==> src/rtl/input_req_buffer.sv <==
// Input-port flit buffer for a wormhole router: a small FIFO plus a route/forward FSM
// that requests one output port per packet and forwards flits as that port grants them.
module input_req_buffer #(
    parameter int NR    = 5,
    parameter int FW    = 16,
    parameter int DEPTH = 4
) (
    input  logic          CLK,
    input  logic          RST,
    input  logic [FW-1:0] IN_FLIT,
    input  logic          IN_VALID,
    output logic          IN_READY,
    output logic [NR-1:0] REQ,
    input  logic [NR-1:0] GRT,
    output logic [FW-1:0] OUT_FLIT,
    output logic          OUT_VALID,
    output logic          ERR
);

    localparam int AW = $clog2(DEPTH);
    localparam int CW = AW + 1;
    localparam logic [CW-1:0] FULL_CNT = CW'(DEPTH);

    localparam logic [1:0] T_BODY   = 2'b00;
    localparam logic [1:0] T_HEAD   = 2'b01;
    localparam logic [1:0] T_TAIL   = 2'b10;
    localparam logic [1:0] T_SINGLE = 2'b11;

    typedef enum logic [1:0] {
        ST_IDLE   = 2'd0,
        ST_ROUTE  = 2'd1,
        ST_ACTIVE = 2'd2
    } state_t;

    logic [FW-1:0] mem_q [DEPTH];
    logic [AW-1:0] wr_ptr_q, wr_ptr_d;
    logic [AW-1:0] rd_ptr_q, rd_ptr_d;
    logic [CW-1:0] count_q, count_d;
    state_t        state_q, state_d;
    logic [2:0]    port_q, port_d;
    logic [FW-1:0] out_flit_q, out_flit_d;
    logic          out_valid_q, out_valid_d;
    logic          err_q, err_d;

    logic          full_s, empty_s, push_s, pop_s, fwd_s, grant_s;
    logic          head_is_hd_s, dest_ok_s;
    logic [FW-1:0] head_s;
    logic [1:0]    head_type_s;
    logic [2:0]    head_dest_s;
    logic [NR-1:0] port_oh_s;

    // Ready depends only on registered occupancy, so a full FIFO refuses a push even on a pop cycle.
    assign full_s   = (count_q == FULL_CNT);
    assign empty_s  = (count_q == {CW{1'b0}});
    assign IN_READY = !full_s;
    assign push_s   = IN_VALID && !full_s;

    assign head_s       = mem_q[rd_ptr_q];
    assign head_type_s  = head_s[FW-1:FW-2];
    assign head_dest_s  = head_s[FW-3:FW-5];
    assign head_is_hd_s = (head_type_s == T_HEAD) || (head_type_s == T_SINGLE);
    assign dest_ok_s    = ({29'd0, head_dest_s} < 32'(NR));

    assign port_oh_s = {{(NR-1){1'b0}}, 1'b1} << port_q;
    assign grant_s   = |(GRT & port_oh_s);

    assign OUT_FLIT  = out_flit_q;
    assign OUT_VALID = out_valid_q;
    assign ERR       = err_q;

    // Arbiter request: never depends on GRT, so there is no combinational loop through the arbiter.
    always_comb begin
        REQ = {NR{1'b0}};
        if ((state_q == ST_ROUTE) || ((state_q == ST_ACTIVE) && !empty_s)) begin
            REQ = port_oh_s;
        end else begin
            REQ = {NR{1'b0}};
        end
    end

    // Next-state, pop and forward decisions.
    always_comb begin
        state_d = state_q;
        port_d  = port_q;
        pop_s   = 1'b0;
        fwd_s   = 1'b0;
        err_d   = 1'b0;
        case (state_q)
            ST_IDLE: begin
                if (!empty_s) begin
                    if (head_is_hd_s && dest_ok_s) begin
                        port_d  = head_dest_s;
                        state_d = ST_ROUTE;
                    end else begin
                        pop_s = 1'b1;
                        err_d = 1'b1;
                    end
                end else begin
                    state_d = ST_IDLE;
                end
            end
            ST_ROUTE: begin
                if (grant_s && !empty_s) begin
                    pop_s   = 1'b1;
                    fwd_s   = 1'b1;
                    state_d = (head_type_s == T_SINGLE) ? ST_IDLE : ST_ACTIVE;
                end else begin
                    state_d = ST_ROUTE;
                end
            end
            ST_ACTIVE: begin
                if (grant_s && !empty_s) begin
                    pop_s = 1'b1;
                    // A head arriving inside an open packet is corrupt: drop it but keep the packet open.
                    if (head_is_hd_s) begin
                        err_d = 1'b1;
                    end else begin
                        fwd_s = 1'b1;
                    end
                    if (head_type_s == T_TAIL) begin
                        state_d = ST_IDLE;
                    end else begin
                        state_d = ST_ACTIVE;
                    end
                end else begin
                    state_d = ST_ACTIVE;
                end
            end
            default: begin
                state_d = ST_IDLE;
            end
        endcase
    end

    // FIFO pointer/occupancy and output register next values.
    always_comb begin
        wr_ptr_d    = push_s ? (wr_ptr_q + {{(AW-1){1'b0}}, 1'b1}) : wr_ptr_q;
        rd_ptr_d    = pop_s  ? (rd_ptr_q + {{(AW-1){1'b0}}, 1'b1}) : rd_ptr_q;
        count_d     = count_q + {{AW{1'b0}}, push_s} - {{AW{1'b0}}, pop_s};
        out_valid_d = fwd_s;
        out_flit_d  = fwd_s ? head_s : out_flit_q;
    end

    // FIFO storage; contents need no reset because occupancy gates every read.
    always_ff @(posedge CLK) begin
        if (push_s) begin
            mem_q[wr_ptr_q] <= IN_FLIT;
        end
    end

    // State registers with asynchronous reset.
    always_ff @(posedge CLK or posedge RST) begin
        if (RST) begin
            wr_ptr_q    <= {AW{1'b0}};
            rd_ptr_q    <= {AW{1'b0}};
            count_q     <= {CW{1'b0}};
            state_q     <= ST_IDLE;
            port_q      <= 3'd0;
            out_flit_q  <= {FW{1'b0}};
            out_valid_q <= 1'b0;
            err_q       <= 1'b0;
        end else begin
            wr_ptr_q    <= wr_ptr_d;
            rd_ptr_q    <= rd_ptr_d;
            count_q     <= count_d;
            state_q     <= state_d;
            port_q      <= port_d;
            out_flit_q  <= out_flit_d;
            out_valid_q <= out_valid_d;
            err_q       <= err_d;
        end
    end

endmodule

==> config.mk <==
export PLATFORM = sky130hd
export DESIGN_NAME = input_req_buffer
export DESIGN_NICKNAME = d
export VERILOG_FILES = /design/src/rtl/input_req_buffer.sv
export SDC_FILE = /design/constraint.sdc
export NUM_CORES = 1
export LEC_CHECK = 0
export CAP_MARGIN = 20
export CORE_MARGIN = 4
export CORE_UTILIZATION = 50
export CTS_CLUSTER_DIAMETER = 80
export DETAILED_ROUTE_END_ITERATION = 8
export PLACE_DENSITY = 0.76
export SYNTH_ARGS = -nofsm -noshare
export SYNTH_HDL_FRONTEND = slang
export SYNTH_SLANG_ARGS = --single-unit
==> constraint.sdc <==
create_clock -name CLK -period 2.75 [get_ports CLK]
set_input_delay 0.55 -clock CLK [delete_from_list [all_inputs] [get_ports CLK]]
set_output_delay 0.55 -clock CLK [all_outputs]
set_load 0.05 [all_outputs]
== Yosys cells after proc, flatten, opt, wreduce, memory -nomap -nowiden ==
Memories as Yosys holds them, arrays and structs flattened.
Cells that the tools add are included.

* Bits in registers: 30
* Memory bits (writable): 64
* Bits of input ports: 24
* Output and inout bits: 24
* Word-level logic and storage cells: 57
* Memories kept: 1

* Add/subtract/negate cells: 4
* Order comparisons: 1
* Eq/ne operators: 7
* Shifts and indexed selects: 1
* Muxes and demuxes: 20
* Bitwise operators: 2
* Reductions and logical operators: 13

{| class="wikitable"
|+ Memories
! name !! words !! bits a word !! rd ports !! clocked after memory_dff !! write ports !! line !! RTL
|-
| mem_q || 4 || 16 || 1 || 0 || 1 || 35 || <nowiki>logic [FW-1:0] mem_q [DEPTH];</nowiki>
|}

{| class="wikitable"
|+ Operator list
! kind !! number
|-
| $mux W2 || 6
|-
| $mux W1 || 9
|-
| $eq A2 B2 Y1 const B || 3
|-
| $pmux W1 S2 || 3
|-
| $pmux W2 S3 || 1
|-
| $and A5 B5 Y5 || 1
|-
| $mux W5 || 1
|-
| $reduce_or A5 Y1 || 1
|-
| $shl A1 B3 Y5 const A || 1
|-
| $add A2 B1 Y2 const B || 2
|-
| $eq A2 B1 Y1 const B || 2
|-
| $logic_and A1 B1 Y1 || 4
|-
| $add A3 B1 Y3 || 1
|-
| $eq A3 B3 Y1 const B || 1
|-
| $logic_not A3 Y1 || 1
|-
| $lt A3 B3 Y1 const B || 1
|-
| $ne A3 B3 Y1 const B || 1
|-
| $reduce_and A3 Y1 || 1
|-
| $sub A3 B1 Y3 || 1
|-
| $logic_not A1 Y1 || 2
|-
| $logic_not A2 Y1 || 1
|-
| $logic_or A1 B1 Y1 || 2
|-
| $reduce_or A2 Y1 || 1
|-
| $not A1 Y1 || 1
|}

== Depth between registers and ports, before layout ==
Gate-level depths: netlist of run 1.
An unclocked memory read counts as a cell.

* Word-level depth: 8
* Depth in mapped cells: 11
* Gate-level depth less buffers: 11

== Worst setup path after synthesis of run 1 ==
No wires, ideal clock.

* Path kind: flip-flop to output port
* Start point: register state_q[0]
* End point: output REQ[2]
* Arrival time: 2,404 ps
* Data required time: 2,200 ps
* Setup slack: -204 ps
* Stages on the path, launching flop included: 5
* Cells stage by stage: dfrtp_1 > inv_1 > ha_1 > a21oi_1 > nor4b_1

* Word-level cells in the longest chain between the ends: 4

{| class="wikitable"
|+ Ends and longest elaborated chain
! what !! line !! RTL
|-
| start, declared || 39 || <nowiki>state_t state_q, state_d;</nowiki>
|-
| start signal, assigned || 166 || <nowiki>state_q <= state_d;</nowiki>
|-
| $eq A2 B2 Y1 || 74 || <nowiki>if ((state_q == ST_ROUTE) || ((state_q == ST_ACTIVE) && !empty_s)) begin</nowiki>
|-
| $logic_and A1 B1 Y1 || 74 ||
|-
| $logic_or A1 B1 Y1 (*) || 74 ||
|-
| $mux W5 (*) || 74 ||
|-
| end, declared || 13 || <nowiki>output logic [NR-1:0] REQ,</nowiki>
|}

Every way passes the cells marked *; elsewhere a longest branch is shown, timed or not.

== Final worst setup path of run 1 ==
* Start point: register rd_ptr_q[0]
* End point: register count_q[2]

* Word-level cells in the longest chain between the ends: 8

{| class="wikitable"
|+ Ends and longest elaborated chain
! what !! line !! RTL
|-
| start, declared || 37 || <nowiki>logic [AW-1:0] rd_ptr_q, rd_ptr_d;</nowiki>
|-
| start signal, assigned || 155 || <nowiki>rd_ptr_q <= {AW{1'b0}};</nowiki>
|-
| start signal, assigned || 164 || <nowiki>rd_ptr_q <= rd_ptr_d;</nowiki>
|-
| $mem_v2 Z4 W16 (*) || n/a ||
|-
| parallel branches: the longest is 2 deep, another holds $lt A3 B3 Y1 || n/a ||
|-
| $logic_and A1 B1 Y1 (*) || 91 || <nowiki>if (head_is_hd_s && dest_ok_s) begin</nowiki>
|-
| $mux W1 (*) || 91 ||
|-
| $mux W1 (*) || 90 || <nowiki>if (!empty_s) begin</nowiki>
|-
| $pmux W1 S2 (*) || 88 || <nowiki>case (state_q)</nowiki>
|-
| net pop_s || 45 || <nowiki>logic full_s, empty_s, push_s, pop_s, fwd_s, grant_s;</nowiki>
|-
| $sub A3 B1 Y3 (*) || 139 || <nowiki>count_d = count_q + {{AW{1'b0}}, push_s} - {{AW{1'b0}}, pop_s};</nowiki>
|-
| net count_d[2] || 38 || <nowiki>logic [CW-1:0] count_q, count_d;</nowiki>
|-
| end signal, assigned || 156 || <nowiki>count_q <= {CW{1'b0}};</nowiki>
|-
| end signal, assigned || 165 || <nowiki>count_q <= count_d;</nowiki>
|-
| end, declared || 38 ||
|}

Mark *: on every way through the listed nets, which the timed path passes.
A chain may end at the register's enable or synchronous reset.

==> impl_metrics.json, run 1 <==
{
  "syn_avg_cell_area_sq_um": 18.4,
  "hold_path_end": "count_q[2]$_DFF_PP0_",
  "hold_path.class": "flop to flop",
  "numPortBuffers": 47,
  "min_period_over_period_pct": 97.4,
  "async_reset_ff_share_pct": 31.9,
  "cp_top_family": "adder cells",
  "wire_per_inst_microns": 17.3,
  "p_per_area_nw_per_um2": 1200,
  "cts_tree": "done",
  "vias": 2045,
  "dieArea_sq_um": 9250,
  "rr_startpoint": "rd_ptr_q[0]$_DFFE_PP0P_",
  "required_ns": 2.99,
  "path_cells": "mux4_2 -> o21ai_2 -> a21o_1 -> a21oi_2 -> ha_1 -> inv_1 -> ha_2 -> fa_2 -> xor2_2 -> xnor2_1",
  "drtIter0Drc": 65,
  "period_needed_ns": 2.68,
  "io_pins": 48,
  "peakVddDrop_mv": 0.535,
  "routed_via_density": 5.24,
  "hold_viol_final": 0,
  "routed_wl_mm": 6.73,
  "rrSetupSlack_ns": 0.07,
  "die_h_microns": 96.2,
  "cp-start-kind": "flop",
  "yosysSeqAreaShare_pct": 68.8,
  "setup_viol": 0,
  "synth_area_leader_cell": "edfxtp_1",
  "slew_headroom_pct": 65.8,
  "cts-root-buf": "clkbuf_8",
  "synth.distinct_cells": 38,
  "grt_max_degree": 31,
  "detailed_place_hpwl_mm": 4.52,
  "die_w_microns": 96.2,
  "fillers": 531,
  "synth_top_area_share_pct": 49.5,
  "arrival_ns": 2.92,
  "grt_overflow_total": 0,
  "crit_cells": 10,
  "criticalPathCategory": "flop to flop",
  "cts.sinks": 94,
  "start_util_pct": 52.5,
  "end_kind": "flop",
  "fmax_mhz": 373,
  "holdPathStages": 1,
  "design_power_total_uw": 5800,
  "num_antenna_cells": 0,
  "insertion_delay_ns": 0.34,
  "synth_nets": 246,
  "coreArea_sq_um": 7410,
  "drc_errors": 0,
  "rsz0062_at_grt": "yes",
  "post-synth-top-count-cell": "edfxtp_1",
  "grt_pass1_wl_mm": 10.5,
  "multi_input_area_sq_um": 1140,
  "leakage_uw": 0.00189,
  "track_usage_pct": 15.7,
  "yosysWarnings": 0,
  "critical_path.slowest_cell": "mux4_2",
  "clk_pin_slew_ns": 0.08,
  "antenna_left": 0,
  "rr_endpoint": "count_q[2]$_DFF_PP0_",
  "synth_area_sq_um": 3890,
  "antenna_found_initial": 0,
  "skew_ns": 0.00810,
  "grt_pass1_vias": 2060,
  "area_delta_synth_final_pct": 24.2,
  "fin_setup_tns_ns": 0,
  "clockBufferDepth": 2,
  "synth-edff-count": 64,
  "layout-drive-gt1-share_pct": 28.2,
  "final_nets": 321,
  "worst_pin_slew_ns": 0.511,
  "slowest_delay_ns": 0.56,
  "path_buf_inv": 1,
  "worstRegToRegCells": 10,
  "placementRows": 31,
  "synth-main-ff-cell": "edfxtp_1",
  "crit_fanout": 6,
  "syn_inst": 211,
  "ys_seq_elements": 94,
  "firstDrtPassIters": 6,
  "cts_made_buffers": 9,
  "outcome": "finished clean",
  "place_congestion": 0.852,
  "ctsHoldBuffers": 0,
  "ff_latch_area_sq_um": 2670,
  "synth_common_cells": "edfxtp_1 (64), dfrtp_1 (30), inv_1 (12)",
  "min_from": "count_q[2]$_DFF_PP0_",
  "maxCapViolCount": 0,
  "final_max_slew_viol_count": 0,
  "synthTopCellsByArea": "edfxtp_1 (49%), dfrtp_1 (19%), mux4_2 (5.8%)",
  "ctsHtreeMaxLevel": 3
}
per-layer routing:
metal  vias to the layer above  share of wire, %  routed length (microns)  GRT usage, %
met5                         -                 0                        0             0
met2                        56                50                     3400          25.9
met4                         0               1.9                      129          7.23
met3                        15               5.9                      396          3.83
li1                        960                 -                        -             -
met1                      1014                42                     2810          19.6
what timing repair did:
action	CTS	global route
pin swaps	0	5
setup endpoints to repair	5	5
gates resized for setup	9	9
buffers inserted	1	6
hold endpoints to repair	0	0
where the power goes:
part / leakage [uW] / internal, uW / switching (uW)
logic: 0.000849 / 1280 / 1440
registers: 0.000948 / 1950 / 260
clock network: 0.0000924 / 421 / 437
logic make-up after synthesis:
logic type                 synth area share (%)
xor gates and xnor gates                   1.13
and+or+nand+nor                            4.19
adders and majority gates                  3.73
muxes                                      16.5
buffers and inverters                      2.45
DFF                                        68.8
AOI/OAI and AO/OA                          3.25
registers in the layout (all words and copies together) (netlist names), 2 cells and up:
register  flops
OUT_FLIT     16
wr_ptr_q      2
count_q       3
state_q       2
rd_ptr_q      2
mem_q        64
port_q        3
worst reg2reg max path, cell delays in order (launching register included):
cell and delay [ns]:
dfrtp_2 0.48, mux4_2 0.56, o21ai_2 0.17, a21o_1 0.16
a21oi_2 0.07, ha_1 0.28, inv_1 0.04, ha_2 0.18
fa_2 0.37, xor2_2 0.15, xnor2_1 0.12
cells in the final DEF (no fill, tap or decap), types with 2 or more instances in the layout:
master / count
a21oi_1: 4
mux4_1: 5
o21ai_0: 2
o21ai_2: 2
and3_1: 5
o211ai_1: 2
xnor2_1: 2
a22o_1: 3
dlygate4sd2_1: 2
nand2_1: 5
mux4_2: 11
nor2_1: 4
clkdlybuf4s50_1: 42
clkbuf_8: 9
mux2_4: 9
xor2_1: 2
inv_1: 12
ha_1: 9
buf_4: 26
nor4b_1: 2
edfxtp_1: 64
clkbuf_1: 3
nand3b_1: 2
dfrtp_1: 29
mux2_2: 10
a21oi_2: 2
metrics by stage:
stage | instance area (sq um) | instances | setup WS, ns | hold WS [ns] | utilization, %
floorplan | 3890 | 211 | -0.204 | 0.461 | -
global placement | 4560 | 367 | -0.191 | 0.482 | 61.6
detailed placement | 4560 | 367 | -0.272 | 0.497 | 61.6
CTS | 4760 | 384 | 0.0120 | 0.511 | 64.3
global route | 4830 | 390 | -0.0426 | 0.527 | 65.2
finish | 4830 | 390 | 0.0707 | 0.500 | 65.2
area by class of cell:
cell class | instances | share of cell area, %
clock buffer | 12 | 2.80
clock inverter | 4 | 0.985
inverter | 12 | 0.933
multi-input combinational | 97 | 23.7
sequential | 94 | 55.4
tap | 99 | 2.57
timing repair buffer | 72 | 13.6
worst max path at each step:
stage,from,to,slack (ns)
global placement,GRT[4],count_q[2]$_DFF_PP0_,-0.19
floorplan,state_q[0]$_DFFE_PP0N_,REQ[2],-0.20
CTS,rd_ptr_q[0]$_DFFE_PP0P_,count_q[2]$_DFF_PP0_,0.01
finish,rd_ptr_q[0]$_DFFE_PP0P_,count_q[2]$_DFF_PP0_,0.07
detailed placement,GRT[4],count_q[2]$_DFF_PP0_,-0.27
global route,rd_ptr_q[0]$_DFFE_PP0P_,count_q[2]$_DFF_PP0_,-0.04
(Power assumes the default switching activity.)
==> run 2: changes to the inputs <==
Settings changed: SLEW_MARGIN from default to 20.
==> results of run 2 <==
No change in the layout: final DEF, timing and power equal those of run 1.
==> run 3: changes to the inputs <==
Settings changed: ABC_AREA from default to 1, CORE_UTILIZATION 50 to 45, PLACE_DENSITY 0.76 to 0.69.
==> impl_metrics.json, run 3 <==
{
  "final_nets": 451,
  "worst_pin_slew_ns": 0.502,
  "num_antenna_cells": 0,
  "grt_pass1_vias": 2612,
  "seq_power_share_pct": 36.7,
  "layout-drive-gt1-share_pct": 16.6,
  "insertion_delay_ns": 0.36,
  "cp_top_family": "adder cells",
  "drc_errors": 0,
  "arrival_ns": 2.78,
  "antenna_left": 0,
  "detailed_place_hpwl_mm": 5.35,
  "multi_input_area_sq_um": 1160,
  "start_util_pct": 46.5,
  "path_cells": "inv_4 -> nand2_1 -> nand3_2 -> nand2_4 -> inv_4 -> nand2_1 -> nand2_2 -> nand2_2 -> nand2_1 -> inv_1 -> ha_1 -> inv_1 -> ha_1 -> fa_1 -> xor2_1",
  "criticalPathCategory": "flop to flop",
  "fillers": 732,
  "slowest_delay_ns": 0.48,
  "yosysWarnings": 0,
  "synth.distinct_cells": 36,
  "synth-edff-count": 64,
  "synth_top_area_share_pct": 47.2,
  "synth_simple_gate_area_share_pct": 17.1,
  "grt_pass1_wl_mm": 12.6,
  "synth_area_leader_cell": "edfxtp_1",
  "period_needed_ns": 2.54,
  "synth_top_family_by_area": "simple AND/OR/NAND/NOR gates",
  "fmax_mhz": 393,
  "slew_headroom_pct": 66.4,
  "async_reset_ff_share_pct": 31.9,
  "leakage_uw": 0.00201,
  "dieArea_sq_um": 10600,
  "largest_reg_flops": 64,
  "final_common_cell": "nand2_1",
  "grt_overflow_total": 0,
  "required_ns": 2.99,
  "final_max_slew_viol_count": 0,
  "maxCapViolCount": 0,
  "regMostFlops": "mem_q",
  "crit_fanout": 23,
  "skew_ns": 0.0137,
  "yosys.area_share.adder_pct": 3.56,
  "numPortBuffers": 47,
  "placementRows": 34,
  "syn_avg_cell_area_sq_um": 11.4,
  "cts-root-buf": "clkbuf_8",
  "cts_tree": "done",
  "clockBufferDepth": 2,
  "area_delta_synth_final_pct": 19.9,
  "min_period_over_period_pct": 92.4,
  "final_core_util_pct": 55.7,
  "rsz0062_at_grt": "no",
  "peakVddDrop_mv": 0.372,
  "antenna_found_initial": 0,
  "post-synth-top-count-cell": "nand2_1",
  "cts_made_buffers": 9,
  "routed_wl_mm": 7.67,
  "synth_mux_area_share_pct": 0,
  "ff_latch_area_sq_um": 2670,
  "synth_xor_area_share_pct": 0.645,
  "grt_max_degree": 31,
  "ctsHtreeMaxLevel": 3,
  "switching_power_uw": 2520,
  "whs_ns": 0.487,
  "switching_share_pct": 43.0,
  "drtIter0Drc": 88,
  "synth_nets": 391,
  "synth_common_cells": "nand2_1 (83), edfxtp_1 (64), nor2_1 (33), dfrtp_1 (30), o21ai_0 (25)",
  "ys_seq_elements": 94,
  "io_pins": 48,
  "syn_inst": 356,
  "yosysSeqAreaShare_pct": 65.6,
  "wire_per_inst_microns": 14.5,
  "setup_viol": 0,
  "clock_power_share_pct": 16.5,
  "firstDrtPassIters": 4,
  "die_h_microns": 103,
  "routed_via_density": 5.00,
  "hold_viol_final": 0,
  "vias": 2647,
  "p_int_uw": 3330,
  "power_frac_comb_pct": 46.8,
  "final_cell_mix": "nand2_1 (83), edfxtp_1 (64), clkdlybuf4s50_1 (42), nor2_1 (33), dfrtp_1 (29)",
  "synth-main-ff-cell": "edfxtp_1",
  "hold_path.class": "flop to flop",
  "synth_compound_area_share_pct": 7.13,
  "coreArea_sq_um": 8760,
  "clk_pin_slew_ns": 0.10,
  "place_congestion": 0.865,
  "p_per_area_nw_per_um2": 1200,
  "track_usage_pct": 15.5,
  "end_kind": "flop",
  "critical-path-top-cell-by-count": "nand2_1",
  "cp-start-kind": "flop",
  "path_buf_inv": 4,
  "outcome": "finished clean",
  "synthTopCellsByArea": "edfxtp_1 (47%), dfrtp_1 (18%), nand2_1 (7.6%)",
  "synth_area_sq_um": 4070,
  "critical_path.slowest_cell": "dfrtp_2",
  "die_w_microns": 103,
  "cts.sinks": 94
}
run 3: cell types whose count changed in the layout (fill, tap and decap cells not counted), sizes merged, moves of 17 or more:
cell / delta
inv: +17
mux2: -19
nand2: +91
nor2: +31
o21ai: +28
run 3: tightest hold or removal path: cells and delay by family (launching register included):
| kind | cells | cell delay [ns] |
|---|---|---|
| simple gates | 2 | 0.10 |
| flops | 1 | 0.36 |
run 3: area by class of cell:
type	instances	share of cell area (%)
Timing Repair Buffer	63	11.8
Clock buffer	11	3.12
Sequential cell	94	54.7
Clock inverter	5	1.31
Multi-Input combinational cell	218	23.7
Inverter	30	2.54
Tap cell	108	2.77
run 3: cell families after synthesis:
| logic type | count (synthesis) |
|---|---|
| adders and majority gates | 11 |
| DFF | 94 |
| AOI/OAI and AO/OA | 48 |
| xor gates and xnor gates | 3 |
| buffers and inverters | 44 |
| and+or+nand+nor | 156 |
run 3: final timing paths:
kind	to	start	slack, ns	cells past startpoint
min in group asynchronous	OUT_FLIT[0]$_DFFE_PP0P_	RST	0.54	3
worst min register to register	OUT_FLIT[4]$_DFFE_PP0P_	OUT_FLIT[4]$_DFFE_PP0P_	0.49	2
worst max-delay path	count_q[2]$_DFF_PP0_	rd_ptr_q[0]$_DFFE_PP0P_	0.21	15
max in group asynchronous	rd_ptr_q[0]$_DFFE_PP0P_	RST	1.88	3
worst min-delay path	OUT_FLIT[4]$_DFFE_PP0P_	OUT_FLIT[4]$_DFFE_PP0P_	0.49	2
worst max register to register	count_q[2]$_DFF_PP0_	rd_ptr_q[0]$_DFFE_PP0P_	0.21	15
run 3: what timing repair did:
action | 4_1_cts | 5_1_grt
resized for setup | 0 | 1
endpoints found under the setup margin | 0 | 2
setup buffers | 0 | 3
endpoints found under the hold margin | 0 | 0
hold buffers | 0 | 0
run 3: through the flow:
step           setup slack (ns)  cell area (sq um)  total power, uW  std cells  TNS (ns)
2_1_floorplan           -0.0204               4070             4150        356   -0.0814
3_3_place_gp             0.0546               4640             4830        510         0
3_5_place_dp           -0.00365               4640             4910        510  -0.00365
4_1_cts                  0.0564               4860             5870        526         0
5_1_grt                  0.0172               4880             6290        529         0
6_report                  0.208               4880             5850        529         0
run 3: power by group through the flow:
stage,Combinational [uW],Sequential [uW],Clock [uW]
floorplan,1650,2510,0
global placement,2660,2170,0
detailed placement,2730,2190,0
CTS,2730,2160,981
global route,3050,2200,1050
finish,2740,2150,966
run 3: per-layer routing:
metal	up-vias	track usage (%)	wire, microns
met3	7	2.98	351
met2	50	26.0	3710
met4	0	5.08	100
li1	1319	-	-
met5	-	0	0
met1	1271	20.3	3510
